--- src/rtl/dso_sched_pkg.sv ---
// dso_sched_pkg: shared types and helpers for the DSO acquisition channel
// scheduler.
//   state_t : scheduler FSM states (idle / settle blanking / dwell counting)
//   NCH     : number of ADC channels sharing the mux
//   SEL_W   : width of the mux select
//   onehot4 : select index to one-hot grant vector
package dso_sched_pkg;

  localparam int NCH   = 4;
  localparam int SEL_W = 2;

  typedef enum logic [1:0] {
    ST_IDLE   = 2'd0,
    ST_SETTLE = 2'd1,
    ST_DWELL  = 2'd2
  } state_t;

  function automatic logic [NCH-1:0] onehot4(input logic [SEL_W-1:0] sel);
    onehot4 = 4'b0001 << sel;
  endfunction

endpackage

--- src/rtl/rr_pick4.sv ---
// rr_pick4: combinational round-robin picker for four requesters.
//   eligible [3:0] : requesters allowed to win this round
//   last     [1:0] : previously served index; search starts at last+1
//   pick     [1:0] : first eligible index in order last+1 .. last+4 (mod 4)
//   any            : at least one requester is eligible
module rr_pick4
  import dso_sched_pkg::*;
(
  input  logic [NCH-1:0]   eligible,
  input  logic [SEL_W-1:0] last,
  output logic [SEL_W-1:0] pick,
  output logic             any
);

  logic [SEL_W-1:0] idx_s;

  // Scan from the farthest offset down to the nearest so the nearest
  // eligible index is the one left in pick; offset 4 wraps to last itself.
  always_comb begin
    pick  = last;
    idx_s = last;
    for (int i = NCH; i >= 1; i--) begin
      idx_s = last + SEL_W'(i);
      pick  = eligible[idx_s] ? idx_s : pick;
    end
  end

  assign any = |eligible;

endmodule

--- src/rtl/dso_chan_scheduler.sv ---
// dso_chan_scheduler: round-robin owner of the 4:1 acquisition channel mux.
// A granted channel holds the mux for max(dwell_len,1) qualified samples;
// after each select change the path is blanked for SETTLE cycles.
//   clk, rst    : clock, synchronous active-high reset
//   ch_req      : per-channel request (level)
//   ch_en       : per-channel enable; dropping the owner's bit aborts its slot
//   dwell_len   : samples per slot, latched at grant
//   sample_vld  : ADC sample strobe, counted only while sel_vld=1
//   sel, grant  : registered mux select and one-hot grant (zero when idle)
//   sel_vld     : selected channel has settled
//   slot_done   : one-cycle pulse, slot finished normally
//   slot_abort  : one-cycle pulse, slot cut short by ch_en drop
module dso_chan_scheduler
  import dso_sched_pkg::*;
#(
  parameter int SETTLE  = 2,
  parameter int DWELL_W = 8
) (
  input  logic               clk,
  input  logic               rst,
  input  logic [NCH-1:0]     ch_req,
  input  logic [NCH-1:0]     ch_en,
  input  logic [DWELL_W-1:0] dwell_len,
  input  logic               sample_vld,
  output logic [SEL_W-1:0]   sel,
  output logic [NCH-1:0]     grant,
  output logic               sel_vld,
  output logic               slot_done,
  output logic               slot_abort
);

  localparam int SW = (SETTLE > 1) ? $clog2(SETTLE) : 1;
  localparam logic [SW-1:0] SETTLE_LAST = (SETTLE > 0) ? SW'(SETTLE - 1) : '0;

  state_t             state_r;
  logic [SEL_W-1:0]   sel_r;
  logic [SEL_W-1:0]   last_r;
  logic [NCH-1:0]     grant_r;
  logic               sel_vld_r;
  logic               slot_done_r;
  logic               slot_abort_r;
  logic [SW-1:0]      settle_cnt_r;
  logic [DWELL_W-1:0] dwell_cnt_r;
  logic [DWELL_W-1:0] dwell_len_r;

  logic [NCH-1:0]     eligible_s;
  logic [SEL_W-1:0]   pick_s;
  logic               any_s;

  assign eligible_s = ch_req & ch_en;

  rr_pick4 u_pick (
    .eligible (eligible_s),
    .last     (last_r),
    .pick     (pick_s),
    .any      (any_s)
  );

  // Scheduler FSM with all outputs registered; abort is tested before
  // completion so it wins when both happen in the same cycle.
  always_ff @(posedge clk) begin
    if (rst) begin
      state_r      <= ST_IDLE;
      sel_r        <= 2'd0;
      last_r       <= 2'd3;
      grant_r      <= 4'd0;
      sel_vld_r    <= 1'b0;
      slot_done_r  <= 1'b0;
      slot_abort_r <= 1'b0;
      settle_cnt_r <= '0;
      dwell_cnt_r  <= '0;
      dwell_len_r  <= '0;
    end else begin
      slot_done_r  <= 1'b0;
      slot_abort_r <= 1'b0;
      case (state_r)
        ST_IDLE: begin
          if (any_s) begin
            sel_r        <= pick_s;
            grant_r      <= onehot4(pick_s);
            dwell_len_r  <= (dwell_len == '0) ? DWELL_W'(1) : dwell_len;
            dwell_cnt_r  <= '0;
            settle_cnt_r <= '0;
            if (SETTLE == 0) begin
              sel_vld_r <= 1'b1;
              state_r   <= ST_DWELL;
            end else begin
              state_r   <= ST_SETTLE;
            end
          end
        end
        ST_SETTLE: begin
          if (!ch_en[sel_r]) begin
            slot_abort_r <= 1'b1;
            grant_r      <= 4'd0;
            sel_vld_r    <= 1'b0;
            last_r       <= sel_r;
            state_r      <= ST_IDLE;
          end else if (settle_cnt_r == SETTLE_LAST) begin
            sel_vld_r <= 1'b1;
            state_r   <= ST_DWELL;
          end else begin
            settle_cnt_r <= settle_cnt_r + SW'(1);
          end
        end
        ST_DWELL: begin
          if (!ch_en[sel_r]) begin
            slot_abort_r <= 1'b1;
            grant_r      <= 4'd0;
            sel_vld_r    <= 1'b0;
            last_r       <= sel_r;
            state_r      <= ST_IDLE;
          end else if (sample_vld) begin
            // Compare against the latched length, so the counter cannot wrap.
            if (dwell_cnt_r == dwell_len_r - DWELL_W'(1)) begin
              slot_done_r <= 1'b1;
              grant_r     <= 4'd0;
              sel_vld_r   <= 1'b0;
              last_r      <= sel_r;
              state_r     <= ST_IDLE;
            end else begin
              dwell_cnt_r <= dwell_cnt_r + DWELL_W'(1);
            end
          end
        end
        default: begin
          grant_r   <= 4'd0;
          sel_vld_r <= 1'b0;
          state_r   <= ST_IDLE;
        end
      endcase
    end
  end

  assign sel        = sel_r;
  assign grant      = grant_r;
  assign sel_vld    = sel_vld_r;
  assign slot_done  = slot_done_r;
  assign slot_abort = slot_abort_r;

endmodule

--- config.mk ---
export PLATFORM = sky130hd
export DESIGN_NAME = dso_chan_scheduler
export DESIGN_NICKNAME = d
export VERILOG_FILES = /design/src/rtl/dso_sched_pkg.sv /design/src/rtl/rr_pick4.sv /design/src/rtl/dso_chan_scheduler.sv
export SDC_FILE = /design/constraint.sdc
export NUM_CORES = 1
export LEC_CHECK = 0
export BUFFER_PORTS_ARGS = -buffer_cell sky130_fd_sc_hd__clkbuf_2
export CAP_MARGIN = 15
export CORE_MARGIN = 2
export CORE_UTILIZATION = 45
export CTS_BUF_LIST = sky130_fd_sc_hd__clkbuf_4 sky130_fd_sc_hd__clkbuf_8
export CTS_CLUSTER_SIZE = 25
export DETAILED_ROUTE_END_ITERATION = 10
export PLACE_DENSITY = 0.63
export SLEW_MARGIN = 20
export SYNTH_ARGS = -nofsm -noshare
export SYNTH_HDL_FRONTEND = slang
export SYNTH_HIERARCHICAL = 1
export SYNTH_SLANG_ARGS = --single-unit
--- constraint.sdc ---
create_clock -name clk -period 5.2 [get_ports clk]
set_input_delay 1.04 -clock clk [delete_from_list [all_inputs] [get_ports clk]]
set_output_delay 1.04 -clock clk [all_outputs]
set_load 0.05 [all_outputs]
-- Word level (Yosys, flattened, before mapping)
Cells that the tools add are included.
Widths: inputs -> output; s select.
- register bits: 30
- output and inout port bits: 9
- input port bits: 19
- eq/ne operators: 12
- add/sub/neg operators: 6
- shifts and indexed selects: 1
- mux-type cells: 47
- reduce and logical (&&, ||, !) cells: 16
- $lt $le $gt $ge: 4
- bitwise logic cells: 6
- operators by type and width (operator ; number):
    $mux 8 ; 5
    $mux 2 ; 13
    $mux 4 ; 5
    $pmux 8 s2 ; 1
    $reduce_and 4->1 ; 4
    $mux 1 ; 14
    $lt 2x3->1 const B ; 4
    $ne 2x2->1 const B ; 6
    $pmux 4 s3 ; 1
    $ne 3x3->1 const B ; 3
    $add 8x1->8 const B ; 1
    $bmux 1 s2 ; 4
    $eq 8x8->1 ; 1
    $logic_not 8->1 ; 1
    $reduce_or 4->1 ; 2
    $sub 8x1->8 const B ; 1
    $pmux 2 s3 ; 1
    $reduce_bool 2->1 ; 3
    $not 1->1 ; 5
    $reduce_and 5->1 ; 1
    $add 2x2->2 const B ; 2
    $and 4x4->4 ; 1
    $pmux 2 s2 ; 1
    $reduce_or 2->1 ; 2
    10 further kinds ; 10

-- Longest topological paths before layout
Gate-level depths: netlist of the first run.
- depth in word-level cells: 9
- depth in mapped cells: 9

-- Modules after synthesis
Netlist of the first run, hierarchy kept.
- by module, submodules not included (module ; times used ; cells each ; area an instance (um2) ; sequential area each (um2)):
    dso_chan_scheduler ; 1 ; 212 ; 1780.5 ; 600.6
    rr_pick4 ; 1 ; 14 ; 82.6 ; 0.0

-- Worst setup path after synthesis of the first run
Ideal clock, no wire load.
- kind: register to register
- from: reg dwell_len_r[0]
- to: reg last_r[0]
- setup time: 122 ps
- setup slack: 2718 ps
- period minus slack after synthesis: 2482 ps
- data arrival time: 2360 ps
- cell stages (with the launch flop): 7
- path through: dfxtp_1 or4_4 or3_1 a211o_1 a2111oi_2 o21ai_1 a221o_1
- cells in the longest elaborated chain, start to end: 4
- RTL lines (what ; line ; text):
    start, declared ; dso_chan_scheduler.sv:44 ; logic [DWELL_W-1:0] dwell_len_r;
    start signal, assigned ; dso_chan_scheduler.sv:81 ; dwell_len_r <= (dwell_len == '0) ? DWELL_W'(1) : dwell_len;
    $sub 8x1->8 ; dso_chan_scheduler.sv:115 ; if (dwell_cnt_r == dwell_len_r - DWELL_W'(1)) begin
    $eq 8x8->1 ; dso_chan_scheduler.sv:115 ;
    $ne 3x3->1 (no source line) ; - ;
    $reduce_and 4->1 (no source line) ; - ;
    end signal, assigned ; dso_chan_scheduler.sv:97 ; last_r <= sel_r;
    end signal, assigned ; dso_chan_scheduler.sv:111 ; last_r <= sel_r;
    end signal, assigned ; dso_chan_scheduler.sv:119 ; last_r <= sel_r;
    end, declared ; dso_chan_scheduler.sv:37 ; logic [SEL_W-1:0] last_r;
Every way passes these cells.
A chain may end at the register's enable or synchronous reset.

-- Final worst setup path of the first run
- from: reg dwell_len_r[0]
- to: reg state_r[1]
- cells in the longest elaborated chain, start to end: 4
- RTL lines (what ; line ; text):
    $sub 8x1->8 ; dso_chan_scheduler.sv:115 ;
    $eq 8x8->1 ; dso_chan_scheduler.sv:115 ;
    $ne 3x3->1 (no source line) ; - ;
    $reduce_and 4->1 (no source line) ; - ;
    end signal, assigned ; dso_chan_scheduler.sv:112 ; state_r <= ST_IDLE;
    end signal, assigned ; dso_chan_scheduler.sv:120 ; state_r <= ST_IDLE;
    end signal, assigned ; dso_chan_scheduler.sv:129 ; state_r <= ST_IDLE;
    end, declared ; dso_chan_scheduler.sv:35 ; state_t state_r;
Every way passes these cells.

==> results by group, run 1 <==
Outcome
  – Run status: finished clean

Yosys
  – Area contributors post-synth: dfxtp_1 (32%), nand2_1 (6.9%), a21oi_1 (5.6%), mux2i_1 (3.8%), ha_1 (3.4%)
  – Most common library cells after synthesis: nand2_1 (34), dfxtp_1 (30), a21oi_1 (21)
  – Top cell type's share of synthesized area: 0.322
  – Yosys reg bits: 30
  – Post-Syn Area per Cell: 8.24 µm²
  – Synthesized instance count: approximately 230
  – Async SR Flop Fraction: 0
  – Ys flop type: dfxtp_1
  – Most frequent cell after synthesis: nand2_1
  – Syn Nets: 250
  – Netlist cell types: 49
  – Synthesized cell area: about 1900 µm²
  – Yosys top cell by area: dfxtp_1
  – EDFF count, synth: 0
  – Register area share after synthesis: 0.322
  – Yosys Warn Count: 6

Die
  – Chip Width: slightly below 70 µm
  – Die Ht: 68.3 µm
  – Die area: ~4700 µm²
  – Initial Util: 0.466
  – Cell row count: 23
  – I/O pin count: 28
  – Core area: between 4000 and 5000 µm²

Route
  – 1st-pass router iterations: 4
  – DR WL/cell: between 10 and 15 µm
  – DRT iter0 DRCs: between 100 and 150
  – Antenna viol nets, final: 0
  – Post-Route WL: between 4 and 5 mm
  – # DRC: 0
  – Vias/cell: approximately 5.5
  – Via Count: ~1,700

STA
  – Rel. slew slack: 0.545
  – Setup TNS: 0 ns
  – RSZ-0062 raised after global routing: false
  – Final Hold Vio Count: 0
  – Fmax achieved: approximately 370 MHz
  – Skew final: a little over 0.006 ns
  – Slew Viols, Final: 0
  – Final min period: 2.71 ns
  – Actual slew at the worst max-slew pin: approximately 0.7 ns
  – Final setup violation count: 0
  – Final Cycle Share: 0.522

Run
  – Max Cap Viol: 0

Pwr
  – Leakage power: approximately 0.81 nW
  – Worst VDD drop: between 0.15 and 0.2 mV
  – Power Density: between 400 and 500 nW/µm²

Layout
  – Fin util: 0.527
  – Final nets: about 270
  – Area Growth Syn to Fin: 13.1%
  – Fraction of layout instances using a drive strength above 1: 0.171
  – Fillers: a little over 400
  – Ant. Diodes: 0

Global routing
  – Antenna violations before repair: 0
  – First-pass GRT wire length: approximately 6.9 mm
  – Grt ovf: 0
  – Total Routing Usage GR: 0.199
  – Vias in the first global route: ~1,500
  – Largest net degree at the start of global routing: 35

Worst setup path
  – Crit-path cells: or4_4, or3_1, a211o_1, a211oi_4, nand4_1, a221oi_2
  – Max stage delay on crit path: ~0.57 ns
  – Setup Crit Path Kind: reg2reg
  – Endpoint class of the critical path: flip-flop
  – Worst setup SP type: flip-flop
  – WP data required: between 5 and 6 ns
  – Critical-path top delay cell: or4_4
  – Crit path max fanout: 14
  – Worst Path Arrival: around 2.9 ns

Clock tree
  – Clock Tree Root: clkbuf_8
  – Clock Latency Late Sink: ~0.28 ns
  – CTS tree: done
  – Post-CTS sizing: 0
  – Clock sinks: 30
  – Clock Pin Slew Worst Setup and Hold Paths: 0.06 ns
  – Max H-tree Level: 2
  – Hold buffers post-CTS: 0
  – Max Root-Sink Buffers: 2
  – Post CTS Setup Buffer Count: 0
  – Cts bufs inserted: 5

Placement
  – Port Buffers: 27
  – Hpwl dp: about 3.0 mm
  – RePlAce Congestion: 0.857

Worst hold path
  – HP Class: reg2reg
critical path: cells and delay by family (launching register included):
family	cells	cell delay, ns
AO/OA/AOI/OAI	3	1.15
AND/OR/NAND/NOR	3	1.12
flip-flops	1	0.34
state kept, by name, indices dropped and copies added, names as in the netlist:
| name | cells |
|---|---|
| dwell_len_r | 8 |
| sel_vld | 1 |
| settle_cnt_r | 1 |
| slot_done | 1 |
| state_r | 2 |
| grant | 4 |
| dwell_cnt_r | 8 |
| sel | 2 |
| slot_abort | 1 |
| last_r | 2 |
per-layer routing:
metal  GRT usage  up-vias  share of wire
li1            -      868              -
met3      0.0493        4          0.041
met1       0.278      763           0.53
met5           0        -              0
met2       0.301       29           0.42
met4      0.0600        0          0.010
layout by cell type, fill, tap and decap left out, drive strengths merged, types with 3 or more instances in the layout:
master	netlist	layout
nand2	34	34
clkbuf	5	34
dfxtp	30	30
a21oi	21	21
nor2	9	9
inv	8	8
or3	8	8
and2	7	7
xnor2	7	7
mux2i	7	7
nand4	7	7
o21ai	7	7
nand2b	6	6
nor3	6	6
ha	5	5
nor2b	5	5
nor3b	4	4
a32o	4	4
a211oi	4	4
xor2	3	3
nand3	3	3
a221o	3	3
and3	3	3
final cells by class:
class                   instances  area [µm²]  share of cell area
repair buffers                 27         135              0.0641
multi-input cells             178        1180               0.562
flip-flops and latches         30         601               0.285
well taps                      50        62.6              0.0297
inverters                       8        30.0              0.0143
clock inverters                 1        5.00             0.00238
clock buffers                   7        90.1              0.0428
power breakdown:
group | internal [mW] | switching, mW | leakage [nW]
clock network | 0.112 | 0.0901 | 0.0517
logic | 0.125 | 0.219 | 0.518
registers | 0.266 | 0.0438 | 0.245
through the flow:
stage	total power, mW	std cells	hold WS, ns	area (µm²)	worst slack (ns)
floorplan	0.586	226	0.463	1860	2.72
global placement	0.657	293	0.489	2010	2.32
detailed placement	0.657	293	0.499	2010	2.22
CTS	0.859	301	0.508	2110	2.48
global route	0.914	301	0.527	2110	2.19
finish	0.856	301	0.507	2110	2.49
final timing paths:
check | startpoint | endpoint | slack [ns] | depth (start not counted)
min | dwell_len_r[7]$_SDFFE_PP0P_ | dwell_len_r[7]$_SDFFE_PP0P_ | 0.51 | 2
max | dwell_len_r[0]$_SDFFE_PP0P_ | state_r[1]$_SDFFE_PP0P_ | 2.49 | 6
min reg2reg | dwell_len_r[7]$_SDFFE_PP0P_ | dwell_len_r[7]$_SDFFE_PP0P_ | 0.51 | 2
max reg2reg | dwell_len_r[0]$_SDFFE_PP0P_ | state_r[1]$_SDFFE_PP0P_ | 2.49 | 6
cell families (layout without fill, tap and decap cells):
group | count (synthesis) | after routing | share of synthesized area
AO/OA/AOI/OAI | 55 | 55 | 0.219
adder cells (fa/ha/maj) | 5 | 5 | 0.0336
buffers and inverters | 18 | 43 | 0.0423
AND/OR/NAND/NOR | 100 | 100 | 0.286
flip-flops | 30 | 30 | 0.322
XOR/XNOR | 10 | 10 | 0.0470
multiplexers | 8 | 8 | 0.0497
Power figures use the tool's default switching activity.
==> inputs of run 2 (changes only) <==
==> constraint.sdc (replaced) <==
create_clock -name clk -period 2.8 [get_ports clk]
set_input_delay 0.56 -clock clk [delete_from_list [all_inputs] [get_ports clk]]
set_output_delay 0.56 -clock clk [all_outputs]
set_load 0.05 [all_outputs]
==> results by group, run 2 (synthesis gave the netlist of run 1 again) <==
Route
  – Vias/cell: 5.59 (was 5.53)
  – 1st-pass router iterations: 4 (unchanged)
  – DR WL/cell: 13.6 µm (was 13.8 µm)
  – # DRC: 0 (unchanged)
  – Antenna viol nets, final: 0 (unchanged)
  – Post-Route WL: 4.16 mm (was 4.17 mm)
  – DRT iter0 DRCs: 87 (was 112)
  – Via Count: 1,704 (was 1,664)

Run
  – Max Cap Viol: 0 (unchanged)

Global routing
  – Largest net degree at the start of global routing: 19 (was 35)
  – Total Routing Usage GR: 0.211 (was 0.199)
  – Gr busiest metal: met2 (unchanged)
  – First-pass GRT wire length: 7.33 mm (was 6.93 mm)
  – Vias in the first global route: 1,566 (was 1,464)
  – GR Util met2: 0.328 (was 0.301)
  – GR Util met1: 0.286 (was 0.278)
  – Grt ovf: 0 (unchanged)
  – Antenna violations before repair: 0 (unchanged)
  – Grt met3 use: 0.0493 (unchanged)

Clock tree
  – Clock Tree Root: clkbuf_8 (unchanged)
  – Max Root-Sink Buffers: 2 (unchanged)
  – Clock sinks: 30 (unchanged)
  – Clock Latency Late Sink: 0.29 ns (was 0.28 ns)
  – Clock Pin Slew Worst Setup and Hold Paths: 0.07 ns (was 0.06 ns)
  – CTS tree: done (unchanged)
  – Max H-tree Level: 2 (unchanged)
  – Cts bufs inserted: 5 (unchanged)

Layout
  – Commonest cells after routing, fill and taps aside: nand2_1 (34), dfxtp_1 (30), clkbuf_2 (27) (unchanged)
  – Area Growth Syn to Fin: 14.4% (was 13.1%)
  – Fraction of layout instances using a drive strength above 1: 0.188 (was 0.171)
  – Commonest non-fill, non-tap cell in the layout: nand2_1 (unchanged)
  – Ant. Diodes: 0 (unchanged)
  – Final nets: 279 (was 274)
  – Fin util: 0.533 (was 0.527)

Pwr
  – Power Density: 744 nW/µm² (was 406 nW/µm²)
  – Leakage power: 0.833 nW (was 0.815 nW)
  – Worst VDD drop: 0.423 mV (was 0.182 mV)

Worst setup path
  – Setup Crit Path Kind: reg2reg (unchanged)
  – Worst Reg-to-Reg Cells: 6 (unchanged)
  – Worst setup SP type: flip-flop (unchanged)
  – WP data required: 2.98 ns (was 5.39 ns)
  – Flop2flop setup slack: 0.16 ns (was 2.49 ns)
  – Crit path max fanout: 5 (was 14)
  – Endpoint class of the critical path: flip-flop (unchanged)
  – Worst Path Arrival: 2.82 ns (was 2.90 ns)
  – RR Endpoint: last_r[1]$_SDFFE_PP1P_ (was state_r[1]$_SDFFE_PP0P_)
  – Worst r2r src: dwell_len_r[0]$_SDFFE_PP0P_ (unchanged)

Placement
  – Hpwl dp: 3.03 mm (was 3.00 mm)
  – Port Buffers: 27 (unchanged)
  – RePlAce Congestion: 0.797 (was 0.857)

STA
  – Final min period: 2.64 ns (was 2.71 ns)
  – Actual slew at the worst max-slew pin: 0.538 ns (was 0.683 ns)
  – Skew final: 0.00959 ns (was 0.00616 ns)
  – RSZ-0062 raised after global routing: false (unchanged)
  – Setup TNS: 0 ns (unchanged)
  – Slew Viols, Final: 0 (unchanged)
  – Final Hold Vio Count: 0 (unchanged)
  – Fmax achieved: 379 MHz (was 369 MHz)
  – Final setup violation count: 0 (unchanged)
  – Final Cycle Share: 0.942 (was 0.522)
  – Rel. slew slack: 0.640 (was 0.545)

Worst hold path
  – Hold path startpoint: dwell_len_r[1]$_SDFFE_PP0P_ (was dwell_len_r[7]$_SDFFE_PP0P_)
  – Hold path depth: 2 (unchanged)
  – HP Class: reg2reg (unchanged)
  – WHS Endpoint: dwell_len_r[1]$_SDFFE_PP0P_ (was dwell_len_r[7]$_SDFFE_PP0P_)

Outcome
  – Run status: finished clean (unchanged)

Die
  – Die area: 4670 µm² (unchanged)
  – Initial Util: 0.466 (unchanged)
  – Core area: 4000 µm² (unchanged)
  – Chip Width: 68.3 µm (unchanged)
  – Cell row count: 23 (unchanged)
  – I/O pin count: 28 (unchanged)
  – Die Ht: 68.3 µm (unchanged)
run 2: cell count changes in the layout (fill, tap and decap cells not counted):
cell and change:
clkinv_2 +1, clkbuf_4 -1, or2_4 +1, o21ai_0 -1, buf_4 +5, o21ai_1 +1, or2_1 -1, clkbuf_8 -1
run 2: final cells by class:
type,count,area (µm²)
multi-input combinational,178,1190
inverter,8,30.0
clock inverter,2,10.0
timing repair buffer,32,173
clock buffer,5,68.8
sequential,30,601
fill,411,1870
tap,50,62.6
run 2: routing by layer:
layer	vias up	share of wire
met5	-	0
met4	0	0.013
met3	4	0.029
met2	28	0.44
met1	791	0.52
li1	881	-
run 2: repair_timing:
action	in CTS	in global routing
setup buffers	0	0
setup endpoints to repair	0	1
hold buffers	0	0
gates resized for setup	0	2
run 2: worst max-delay path by stage:
stage,from,endpoint,cells past startpoint
finish,dwell_len_r[0]$_SDFFE_PP0P_,last_r[1]$_SDFFE_PP1P_,6
floorplan,dwell_len_r[0]$_SDFFE_PP0P_,last_r[0]$_SDFFE_PP1P_,6
global placement,dwell_len_r[0]$_SDFFE_PP0P_,grant[1]$_SDFFE_PP0P_,6
global route,dwell_len_r[0]$_SDFFE_PP0P_,last_r[0]$_SDFFE_PP1P_,6
detailed placement,dwell_len_r[0]$_SDFFE_PP0P_,grant[1]$_SDFFE_PP0P_,6
CTS,dwell_len_r[0]$_SDFFE_PP0P_,grant[1]$_SDFFE_PP0P_,6
run 2: where the power goes:
part / switching [mW] / internal (mW)
combinational: 0.415 / 0.260
clock: 0.166 / 0.167
sequential: 0.0829 / 0.495
total: 0.664 / 0.921
run 2: metrics by stage:
| step | total power, mW | setup slack [ns] | cell area [µm²] | cells | hold WS (ns) |
|---|---|---|---|---|---|
| detailed placement | 1.25 | 0.180 | 2050 | 298 | 0.486 |
| global route | 1.70 | 0.00292 | 2130 | 305 | 0.519 |
| floorplan | 1.09 | 0.318 | 1860 | 226 | 0.463 |
| finish | 1.59 | 0.162 | 2130 | 305 | 0.500 |
| CTS | 1.59 | 0.170 | 2130 | 305 | 0.495 |
| global placement | 1.25 | 0.185 | 2050 | 298 | 0.485 |
run 2: worst max-delay path: stages (launching register included):
cell and delay [ns]:
dfxtp_1 0.34, or4_4 0.57, or3_1 0.36, a211o_1 0.35, a2111oi_2 0.42, o21ai_1 0.14, a221o_1 0.35
==> inputs of run 3 (changes only) <==
--- a/config.mk
+++ b/config.mk
@@ -12,7 +12,8 @@
 export CTS_BUF_LIST = sky130_fd_sc_hd__clkbuf_4 sky130_fd_sc_hd__clkbuf_8
 export CTS_CLUSTER_SIZE = 25
 export DETAILED_ROUTE_END_ITERATION = 10
-export PLACE_DENSITY = 0.63
+export PLACE_DENSITY_LB_ADDON = 0.15
+export SETUP_SLACK_MARGIN = 0.02
 export SLEW_MARGIN = 20
 export SYNTH_ARGS = -nofsm -noshare
 export SYNTH_HDL_FRONTEND = slang
==> results by group, run 3 (synthesis gave the netlist of run 1 again) <==
Route
  – DRT iter0 DRCs: 126 (was 87)
  – Metal1 wirelength: 2.03 mm (was 2.15 mm)
  – DR WL/cell: 13.7 µm (was 13.6 µm)
  – Met3 routed wirelength: 215 µm (was 120 µm)
  – Via Count: 1,722 (was 1,704)
  – 1st-pass router iterations: 4 (unchanged)
  – Post-Route WL: 4.19 mm (was 4.16 mm)
  – Length of routed met2 wiring: 1.90 mm (was 1.84 mm)
  – DR top layer: met4 (unchanged)
  – Antenna viol nets, final: 0 (unchanged)
  – # DRC: 0 (unchanged)
  – Vias/cell: 5.65 (was 5.59)

STA
  – RSZ-0062 raised after global routing: false (unchanged)
  – Actual slew at the worst max-slew pin: 0.537 ns (was 0.538 ns)
  – Fin Hold WS: 0.492 ns (was 0.500 ns)
  – Final min period: 2.62 ns (was 2.64 ns)
  – Final Cycle Share: 0.935 (was 0.942)
  – Final Hold Vio Count: 0 (unchanged)
  – Skew final: 0.00625 ns (was 0.00959 ns)
  – Rel. slew slack: 0.641 (was 0.640)
  – Setup TNS: 0 ns (unchanged)
  – Slew Viols, Final: 0 (unchanged)
  – Final setup violation count: 0 (unchanged)
  – Fmax achieved: 382 MHz (was 379 MHz)

Pwr
  – Worst VDD drop: 0.349 mV (was 0.423 mV)
  – Total power: 1.63 mW (was 1.59 mW)
  – Power Density: 757 nW/µm² (was 744 nW/µm²)
  – Leakage power: 0.836 nW (was 0.833 nW)

Clock tree
  – Post CTS Setup Buffer Count: 0 (unchanged)
  – Cts bufs inserted: 5 (unchanged)
  – Max H-tree Level: 2 (unchanged)
  – Clock Tree Root: clkbuf_8 (unchanged)
  – Clock Latency Late Sink: 0.28 ns (was 0.29 ns)
  – Hold buffers post-CTS: 0 (unchanged)
  – CTS tree: done (unchanged)
  – Max Root-Sink Buffers: 2 (unchanged)
  – Clock sinks: 30 (unchanged)
  – Clock Pin Slew Worst Setup and Hold Paths: 0.07 ns (about the same)

Die
  – Die Ht: 68.3 µm (unchanged)
  – Cell row count: 23 (unchanged)
  – Die area: 4670 µm² (unchanged)
  – Core area: 4000 µm² (unchanged)
  – I/O pin count: 28 (unchanged)
  – Initial Util: 0.466 (unchanged)
  – Chip Width: 68.3 µm (unchanged)

Layout
  – Fillers: 393 (was 411)
  – Final Cell Area: 2150 µm² (was 2130 µm²)
  – Commonest non-fill, non-tap cell in the layout: nand2_1 (unchanged)
  – Final nets: 278 (was 279)
  – Commonest cells after routing, fill and taps aside: nand2_1 (34), dfxtp_1 (30), clkbuf_2 (27) (unchanged)
  – Area Growth Syn to Fin: 15.5% (was 14.4%)
  – Ant. Diodes: 0 (unchanged)
  – Fraction of layout instances using a drive strength above 1: 0.188 (unchanged)

Global routing
  – Total Routing Usage GR: 0.207 (was 0.211)
  – Antenna violations before repair: 0 (unchanged)
  – Largest net degree at the start of global routing: 19 (unchanged)
  – Grt ovf: 0 (unchanged)
  – Vias in the first global route: 1,589 (was 1,566)
  – First-pass GRT wire length: 7.23 mm (was 7.33 mm)

Worst setup path
  – Worst Path Arrival: 2.79 ns (was 2.82 ns)
  – Endpoint class of the critical path: flip-flop (unchanged)
  – Max stage delay on crit path: 0.57 ns (about the same)
  – Setup Crit Path Kind: reg2reg (unchanged)
  – Crit-path cells: or4_4, or3_1, a211o_1, a2111oi_4, o21ai_1, a221o_1 (was or4_4, or3_1, a211o_1, a2111oi_2, o21ai_1, a221o_1)
  – WP data required: 2.98 ns (about the same)
  – Critical-path top delay cell: or4_4 (unchanged)
  – Worst setup SP type: flip-flop (unchanged)
  – Crit path max fanout: 5 (unchanged)

Placement
  – DP Area: 2040 µm² (was 2050 µm²)
  – RePlAce Congestion: 0.809 (was 0.797)
  – Port Buffers: 27 (unchanged)
  – Hpwl dp: 3.07 mm (was 3.03 mm)

Worst hold path
  – HP Class: reg2reg (unchanged)

Outcome
  – Run status: finished clean (unchanged)

Run
  – Max Cap Viol: 0 (unchanged)
run 3: report_power, final:
part           leakage (nW)  switching, mW  total [mW]  internal (mW)
Combinational         0.539          0.423       0.679          0.256
Clock                0.0517          0.166       0.374          0.208
Sequential            0.245         0.0812       0.576          0.495
run 3: critical path: cells and delay by family (launching register included):
| kind | cells | cell delay, ns |
|---|---|---|
| simple gates | 2 | 0.93 |
| compound gates | 4 | 1.24 |
| flops | 1 | 0.34 |
run 3: layout make-up:
cell class	count	area, µm²	share of cell area
multi-input cells	178	1200	0.557
flip-flops and latches	30	601	0.279
repair buffers	31	165	0.0767
clock buffers	7	90.1	0.0419
well taps	50	62.6	0.0291
inverters	8	30.0	0.0140
clock inverters	1	5.00	0.00233
run 3: stage by stage:
stage	cells	utilization	setup WS (ns)
floorplan	226	-	0.318
global placement	297	0.510	0.198
detailed placement	297	0.510	0.142
CTS	305	0.534	0.114
global route	305	0.538	0.0848
finish	305	0.538	0.182
run 3: worst paths after layout:
path                                     from                     endpoint  slack, ns  cells after the start
setup / recovery  dwell_len_r[0]$_SDFFE_PP0P_       last_r[1]$_SDFFE_PP1P_       0.18                      6
hold / removal    dwell_len_r[1]$_SDFFE_PP0P_  dwell_len_r[1]$_SDFFE_PP0P_       0.49                      2
setup reg to reg  dwell_len_r[0]$_SDFFE_PP0P_       last_r[1]$_SDFFE_PP1P_       0.18                      6
hold reg to reg   dwell_len_r[1]$_SDFFE_PP0P_  dwell_len_r[1]$_SDFFE_PP0P_       0.49                      2
run 3: timing repair:
action | CTS | global route
resized for setup | 0 | 3
hold endpoints to repair | 0 | 0
setup endpoints to repair | 0 | 7
run 3: metal layers:
layer | global-route usage | vias to the layer above
met5 | 0 | -
met4 | 0.0525 | 0
met2 | 0.339 | 42
met1 | 0.272 | 790
met3 | 0.0493 | 4
li1 | - | 886
